==> src/rtl/mram_pkg.sv <==
// Shared types and sizes for the MRAM access sequencer and its arbiter.
package mram_pkg;

  localparam int MRAM_ADDR_W = 20;
  localparam int MRAM_DATA_W = 16;
  localparam int N_REQ       = 2;

  // Access phases of the sequencer
  typedef enum logic [2:0] {
    IDLE,
    SETUP,
    WRITE,
    READ,
    HOLD
  } mram_state_t;

  // One-hot request vector for a requester index
  function automatic logic [N_REQ-1:0] portOneHot(input logic idx);
    logic [N_REQ-1:0] v;
    v      = '0;
    v[idx] = 1'b1;
    return v;
  endfunction

  // Zero the bytes whose byte enable is clear
  function automatic logic [MRAM_DATA_W-1:0] maskBytes(input logic [MRAM_DATA_W-1:0] data,
                                                       input logic [1:0] be);
    return {(be[1] ? data[15:8] : 8'h00), (be[0] ? data[7:0] : 8'h00)};
  endfunction

endpackage

==> src/rtl/mram_rr_arbiter.sv <==
// Two-requester grant selection for the MRAM sequencer.
// Default build: round-robin, the port other than the last granted wins a tie.
// With MRAM_SEQ_FIXED_PRIO_EN defined: port 0 has strict priority, no pointer.
module mram_rr_arbiter
  import mram_pkg::*;
(
  input  logic             i_clk,
  input  logic             i_rst,
  input  logic [N_REQ-1:0] i_req,
  input  logic             i_accept,
  output logic             o_grant
);

`ifdef MRAM_SEQ_FIXED_PRIO_EN
  logic w_unused;
  assign w_unused = ^{i_clk, i_rst, i_accept};

  // Port 0 wins whenever it asks
  always_comb begin
    o_grant = ~i_req[0];
  end
`else
  logic r_last;

  // Remember which port was granted last; reset behaves as if port 1 was
  always_ff @(posedge i_clk or posedge i_rst) begin
    if (i_rst) begin
      r_last <= 1'b1;
    end else if (i_accept) begin
      r_last <= o_grant;
    end
  end

  // A lone request always wins; a tie goes to the port not granted last
  always_comb begin
    if (i_req[0] && i_req[1]) begin
      o_grant = ~r_last;
    end else begin
      o_grant = ~i_req[0];
    end
  end
`endif

endmodule

==> src/rtl/mram_access_sequencer.sv <==
// Sequences single MRAM read/write accesses (setup, strobe, hold) for two
// requesters. Define MRAM_SEQ_FIXED_PRIO_EN for fixed port-0 priority
// instead of round-robin arbitration.
module mram_access_sequencer
  import mram_pkg::*;
#(
  parameter int SETUP_CYC = 1,
  parameter int WR_CYC    = 4,
  parameter int RD_CYC    = 3
) (
  input  logic                         FPGA_clk,
  input  logic                         FPGA_rst,
  input  logic [N_REQ-1:0]             req,
  input  logic [N_REQ-1:0]             req_we,
  input  logic [N_REQ*MRAM_ADDR_W-1:0] req_addr,
  input  logic [N_REQ*MRAM_DATA_W-1:0] req_wdata,
  input  logic [2*N_REQ-1:0]           req_be,
  output logic [N_REQ-1:0]             ack,
  output logic [N_REQ-1:0]             done,
  output logic [MRAM_DATA_W-1:0]       rd_data,
  output logic                         busy,
  output logic [MRAM_ADDR_W-1:0]       addr_to_MRAM,
  output logic [MRAM_DATA_W-1:0]       data_to_MRAM,
  input  logic [MRAM_DATA_W-1:0]       data_from_MRAM,
  output logic                         data_oe,
  output logic                         chip_en,
  output logic                         write_en,
  output logic                         out_en,
  output logic                         lower_byte_en,
  output logic                         upper_byte_en
);

  localparam int MAX_CYC = (SETUP_CYC > WR_CYC)
                         ? ((SETUP_CYC > RD_CYC) ? SETUP_CYC : RD_CYC)
                         : ((WR_CYC > RD_CYC) ? WR_CYC : RD_CYC);
  localparam int CNT_W   = $clog2(MAX_CYC + 1);

  mram_state_t            r_state;
  mram_state_t            w_nextState;
  logic [CNT_W-1:0]       r_cnt;
  logic                   w_last;
  logic                   w_accept;
  logic                   w_grant;
  logic                   r_gnt;
  logic                   r_we;
  logic [MRAM_ADDR_W-1:0] r_addr;
  logic [MRAM_DATA_W-1:0] r_wdata;
  logic [1:0]             r_be;
  logic [MRAM_DATA_W-1:0] r_rdData;

  assign w_accept = (r_state == IDLE) && (|req);

  mram_rr_arbiter u_arb (
    .i_clk    (FPGA_clk),
    .i_rst    (FPGA_rst),
    .i_req    (req),
    .i_accept (w_accept),
    .o_grant  (w_grant)
  );

  // State register and per-phase cycle counter (cleared on every phase change)
  always_ff @(posedge FPGA_clk or posedge FPGA_rst) begin
    if (FPGA_rst) begin
      r_state <= IDLE;
      r_cnt   <= '0;
    end else begin
      r_state <= w_nextState;
      if ((w_nextState != r_state) || (w_nextState == IDLE)) begin
        r_cnt <= '0;
      end else begin
        r_cnt <= r_cnt + 1'b1;
      end
    end
  end

  // Latch the granted requester's command at the accepting edge
  always_ff @(posedge FPGA_clk or posedge FPGA_rst) begin
    if (FPGA_rst) begin
      r_gnt   <= 1'b0;
      r_we    <= 1'b0;
      r_addr  <= '0;
      r_wdata <= '0;
      r_be    <= '0;
    end else if (w_accept) begin
      r_gnt   <= w_grant;
      r_we    <= req_we[w_grant];
      r_addr  <= w_grant ? req_addr[2*MRAM_ADDR_W-1:MRAM_ADDR_W] : req_addr[MRAM_ADDR_W-1:0];
      r_wdata <= w_grant ? req_wdata[2*MRAM_DATA_W-1:MRAM_DATA_W] : req_wdata[MRAM_DATA_W-1:0];
      r_be    <= w_grant ? req_be[3:2] : req_be[1:0];
    end
  end

  // Capture read data on the last out_en cycle, dropping disabled bytes
  always_ff @(posedge FPGA_clk or posedge FPGA_rst) begin
    if (FPGA_rst) begin
      r_rdData <= '0;
    end else if ((r_state == READ) && w_last) begin
      r_rdData <= maskBytes(data_from_MRAM, r_be);
    end
  end

  // Next state and MRAM strobes decoded from the current phase
  always_comb begin
    w_nextState   = r_state;
    w_last        = 1'b0;
    chip_en       = 1'b1;
    write_en      = 1'b1;
    out_en        = 1'b1;
    lower_byte_en = 1'b1;
    upper_byte_en = 1'b1;
    data_oe       = 1'b0;
    ack           = '0;
    done          = '0;
    case (r_state)
      IDLE: begin
        if (|req) begin
          w_nextState = SETUP;
        end
      end
      SETUP: begin
        w_last        = (r_cnt == CNT_W'(SETUP_CYC - 1));
        chip_en       = 1'b0;
        lower_byte_en = ~r_be[0];
        upper_byte_en = ~r_be[1];
        data_oe       = r_we;
        if (r_cnt == '0) begin
          ack = portOneHot(r_gnt);
        end
        if (w_last) begin
          w_nextState = r_we ? WRITE : READ;
        end
      end
      WRITE: begin
        w_last        = (r_cnt == CNT_W'(WR_CYC - 1));
        chip_en       = 1'b0;
        write_en      = 1'b0;
        lower_byte_en = ~r_be[0];
        upper_byte_en = ~r_be[1];
        data_oe       = 1'b1;
        if (w_last) begin
          w_nextState = HOLD;
        end
      end
      READ: begin
        w_last        = (r_cnt == CNT_W'(RD_CYC - 1));
        chip_en       = 1'b0;
        out_en        = 1'b0;
        lower_byte_en = ~r_be[0];
        upper_byte_en = ~r_be[1];
        if (w_last) begin
          w_nextState = HOLD;
        end
      end
      HOLD: begin
        data_oe     = r_we;
        done        = portOneHot(r_gnt);
        w_nextState = IDLE;
      end
      default: begin
        w_nextState = IDLE;
      end
    endcase
  end

  assign busy         = (r_state != IDLE);
  assign addr_to_MRAM = r_addr;
  assign data_to_MRAM = r_wdata;
  assign rd_data      = r_rdData;

endmodule
==> config.mk <==
export PLATFORM = sky130hd
export DESIGN_NAME = mram_access_sequencer
export DESIGN_NICKNAME = d
export VERILOG_FILES = /design/src/rtl/mram_pkg.sv /design/src/rtl/mram_rr_arbiter.sv /design/src/rtl/mram_access_sequencer.sv
export SDC_FILE = /design/constraint.sdc
export NUM_CORES = 1
export LEC_CHECK = 0
export CORE_MARGIN = 2
export CORE_UTILIZATION = 44
export CTS_CLUSTER_SIZE = 28
export DETAILED_ROUTE_END_ITERATION = 6
export MAX_ROUTING_LAYER = met4
export PLACE_DENSITY = 0.83
export SYNTH_ARGS = -nofsm -noshare
export SYNTH_HDL_FRONTEND = slang
export SYNTH_SLANG_ARGS = --single-unit
export TNS_END_PERCENT = 100
==> constraint.sdc <==
create_clock -name FPGA_clk -period 3.3 [get_ports FPGA_clk]
set_clock_uncertainty 0.2 [all_clocks]
set_input_delay 0.66 -clock FPGA_clk [delete_from_list [all_inputs] [get_ports FPGA_clk]]
set_output_delay 0.66 -clock FPGA_clk [all_outputs]
set_load 0.02 [all_outputs]
==> flow_summary.ini <==
[clock_tree]
cts.sinks = 63
cts_made_buffers = 9
cts_tree = done
cts-root-buf = clkbuf_8
clk_pin_slew_ns = 0.07
postCtsHoldBufs = 0
insertion_delay_ns = 0.33
cts_resized = 0
cts_buffer_depth = 2
postCtsSetupBuffers = 0
htreeDepth = 3

[synth]
synth_area_leaders = dfrtp_1, nand3b_1, o21ai_0
ys_types = 34
synth_warnings = 0
syn-num-nets = 464
yosysSeqAreaShare_pct = 47.6
yosysTopAreaCellShare_pct = 46.8
synth-seq-cells = 63
yosysTopAreaCell = dfrtp_1
syn_area_per_cell_sq_um = 9.15
syn-cell-area_sq_mm = 0.00331
syn_inst = 362

[setup_path]
critPathKind = flip-flop to output port
rrSetupSlack_ns = 0.82
endpoint_kind = output port
startpoint_type = flip-flop
cp_top_family = simple AND/OR/NAND/NOR gates
r2r_start = r_state[0]$_DFF_PP0_
crit_buf_inv = 1
path_depth = 3
slowest_stage = clkdlybuf4s50_1
crit_arrival_ns = 2.32
cp-startpoint = r_state[0]$_DFF_PP0_
cp_max_fo = 13
cp_slowest_stage_delay_ns = 0.64
path_cells = nor4bb_2 -> nor3b_1 -> clkdlybuf4s50_1
endpoint = ack[0]
reg2regPathDepth = 5
worstPathRequired_ns = 2.44
rr_endpoint = addr_to_MRAM[10]$_DFFE_PP0P_

[timing]
drv_slew = 0
tightestPinTransition_ns = 1.06
hold_viol = 0
period_needed_ns = 3.18
setup_violations = 0
relSlewSlack_pct = 29.0
max_freq_mhz = 314
timing.final.crit_share_pct = 96.4
setup_tns_ns = 0
rsz0062_at_grt = no

[floorplan]
dieArea_sq_mm = 0.00824
dieHeight_um = 90.8
num_rows = 31
floorplan.die.width_um = 90.8
initial_core_util_pct = 45.7
coreArea_sq_mm = 0.00725
io_pins = 161

[grt]
grt_usage_pct = 26.3
overflow = 0
grt_pass1_wl_um = 17100
grt_max_degree = 63
antenna_found_initial = 0
grt_pass1_vias = 3462

[routing]
postRouteAntennaNets = 0
num_vias = 3387
first_iter_violations = 224
vias_per_cell = 5.60
wire_per_inst_um = 17.1
drc_errors = 0
wirelength_um = 10300
drt_pass1_iterations = 4

[power]
power.density_mw_per_mm2 = 895
ir_drop_mv = 0.449
total_power_w = 0.00459
p_leak_nw = 1.96

[outcome]
status = completed

[final_layout]
n_antenna_cell = 0
postLayoutCoreUtil_pct = 70.8
stdcell_area_sq_mm = 0.00513
final_cells = 605
layout-drive-gt1-share_pct = 6.32
fillCellCount = 563
layout.nets = 603
area_growth_pct = 54.9

[placement]
dp.cells = 589
portBuffers = 160
place_area_sq_mm = 0.00495
routabilityCongestion = 0.819
dpl.hpwl_um = 7200

[min_path]
min_path_type = flip-flop to flip-flop
min_from = r_cnt[0]$_DFF_PP0_

[flow_run]
max_cap_violations = 0
state kept, by name, indices dropped and copies added (netlist names):
name	flops
rd_data	16
r_we	1
addr_to_MRAM	20
r_state	3
r_gnt	1
r_be	2
data_to_MRAM	16
r_cnt	3
u_arb.r_last	1
logic make-up (layout without fill, tap and decap cells):
kind of cell	Yosys count	after routing	synth area share (%)
simple gates	84	84	16.6
buf+inv	49	193	6.53
compound gates	162	162	27.8
flops	63	63	47.6
fa+ha+maj	4	4	1.51
Yosys cell counts:
| cell type | n |
|---|---|
| or2_1 | 1 |
| nand2_1 | 21 |
| buf_1 | 2 |
| buf_2 | 8 |
| o21ai_0 | 58 |
| buf_4 | 4 |
| nor4bb_2 | 1 |
| or3_1 | 1 |
| buf_6 | 1 |
| nor4b_2 | 1 |
| a311oi_1 | 1 |
| o31ai_1 | 16 |
| nor4_1 | 2 |
| dfrtp_1 | 62 |
| nor4b_1 | 1 |
| nor3b_1 | 1 |
| nand3b_1 | 41 |
| nor3_4 | 1 |
| and3b_1 | 1 |
| nor2b_1 | 2 |
| a21oi_1 | 44 |
| ha_1 | 4 |
| inv_1 | 8 |
| a31oi_1 | 40 |
| and2_1 | 1 |
| nor2b_2 | 1 |
| a221oi_1 | 1 |
| nor2_1 | 5 |
| clkbuf_1 | 26 |
| dfstp_2 | 1 |
| a211oi_2 | 1 |
| and3_1 | 1 |
| a211o_1 | 1 |
| nand2b_1 | 2 |
power by group:
group | internal (W) | switching (W) | total [W]
combinational | 0.00117 | 0.00134 | 0.00252
sequential | 0.00116 | 0.000302 | 0.00146
clock | 0.000311 | 0.000305 | 0.000616
total | 0.00264 | 0.00195 | 0.00459
metal layers:
layer	GRT usage (%)	wire length (um)	vias up
met2	45.4	5230	163
met4	7.32	146	0
li1	-	-	1611
met3	6.34	939	11
met1	30.8	4030	1602
met5	-	0	-
worst min path at each step:
stage | end | slack (ns) | depth (start not counted)
3_3_place_gp | r_cnt[0]$_DFF_PP0_ | 0.26 | 1
3_5_place_dp | r_cnt[0]$_DFF_PP0_ | 0.28 | 1
6_report | r_cnt[0]$_DFF_PP0_ | 0.29 | 1
5_1_grt | r_cnt[0]$_DFF_PP0_ | 0.30 | 1
2_1_floorplan | r_cnt[0]$_DFF_PP0_ | 0.24 | 1
4_1_cts | r_cnt[0]$_DFF_PP0_ | 0.29 | 1
cells in the final DEF (no fill, tap or decap), drive strengths merged, types with 2 or more instances in the layout:
master	n
buf	9
nor4b	2
clkinv	2
nor2	5
clkdlybuf4s50	160
nor4	2
nand3b	41
nor2b	3
clkbuf	11
a31oi	40
nand2	21
ha	4
clkinvlp	3
o21ai	58
dfrtp	62
a21oi	44
inv	8
o31ai	16
nand2b	2
cell type report:
| cell class | count | area [sq um] | share of cell area, % |
|---|---|---|---|
| timing repair buffer | 169 | 1690 | 33.0 |
| tap | 99 | 124 | 2.41 |
| inverter | 8 | 30.0 | 0.585 |
| clock inverter | 5 | 32.5 | 0.634 |
| multi-input combinational | 250 | 1520 | 29.7 |
| clock buffer | 11 | 151 | 2.95 |
| sequential | 63 | 1580 | 30.7 |
metrics by stage:
stage | hold slack, ns | setup slack, ns
global route | 0.297 | 0.00234
finish | 0.289 | 0.119
global placement | 0.258 | 0.433
CTS | 0.288 | 0.0997
floorplan | 0.241 | 0.872
detailed placement | 0.279 | 0.338
Power figures use the tool's default switching activity.
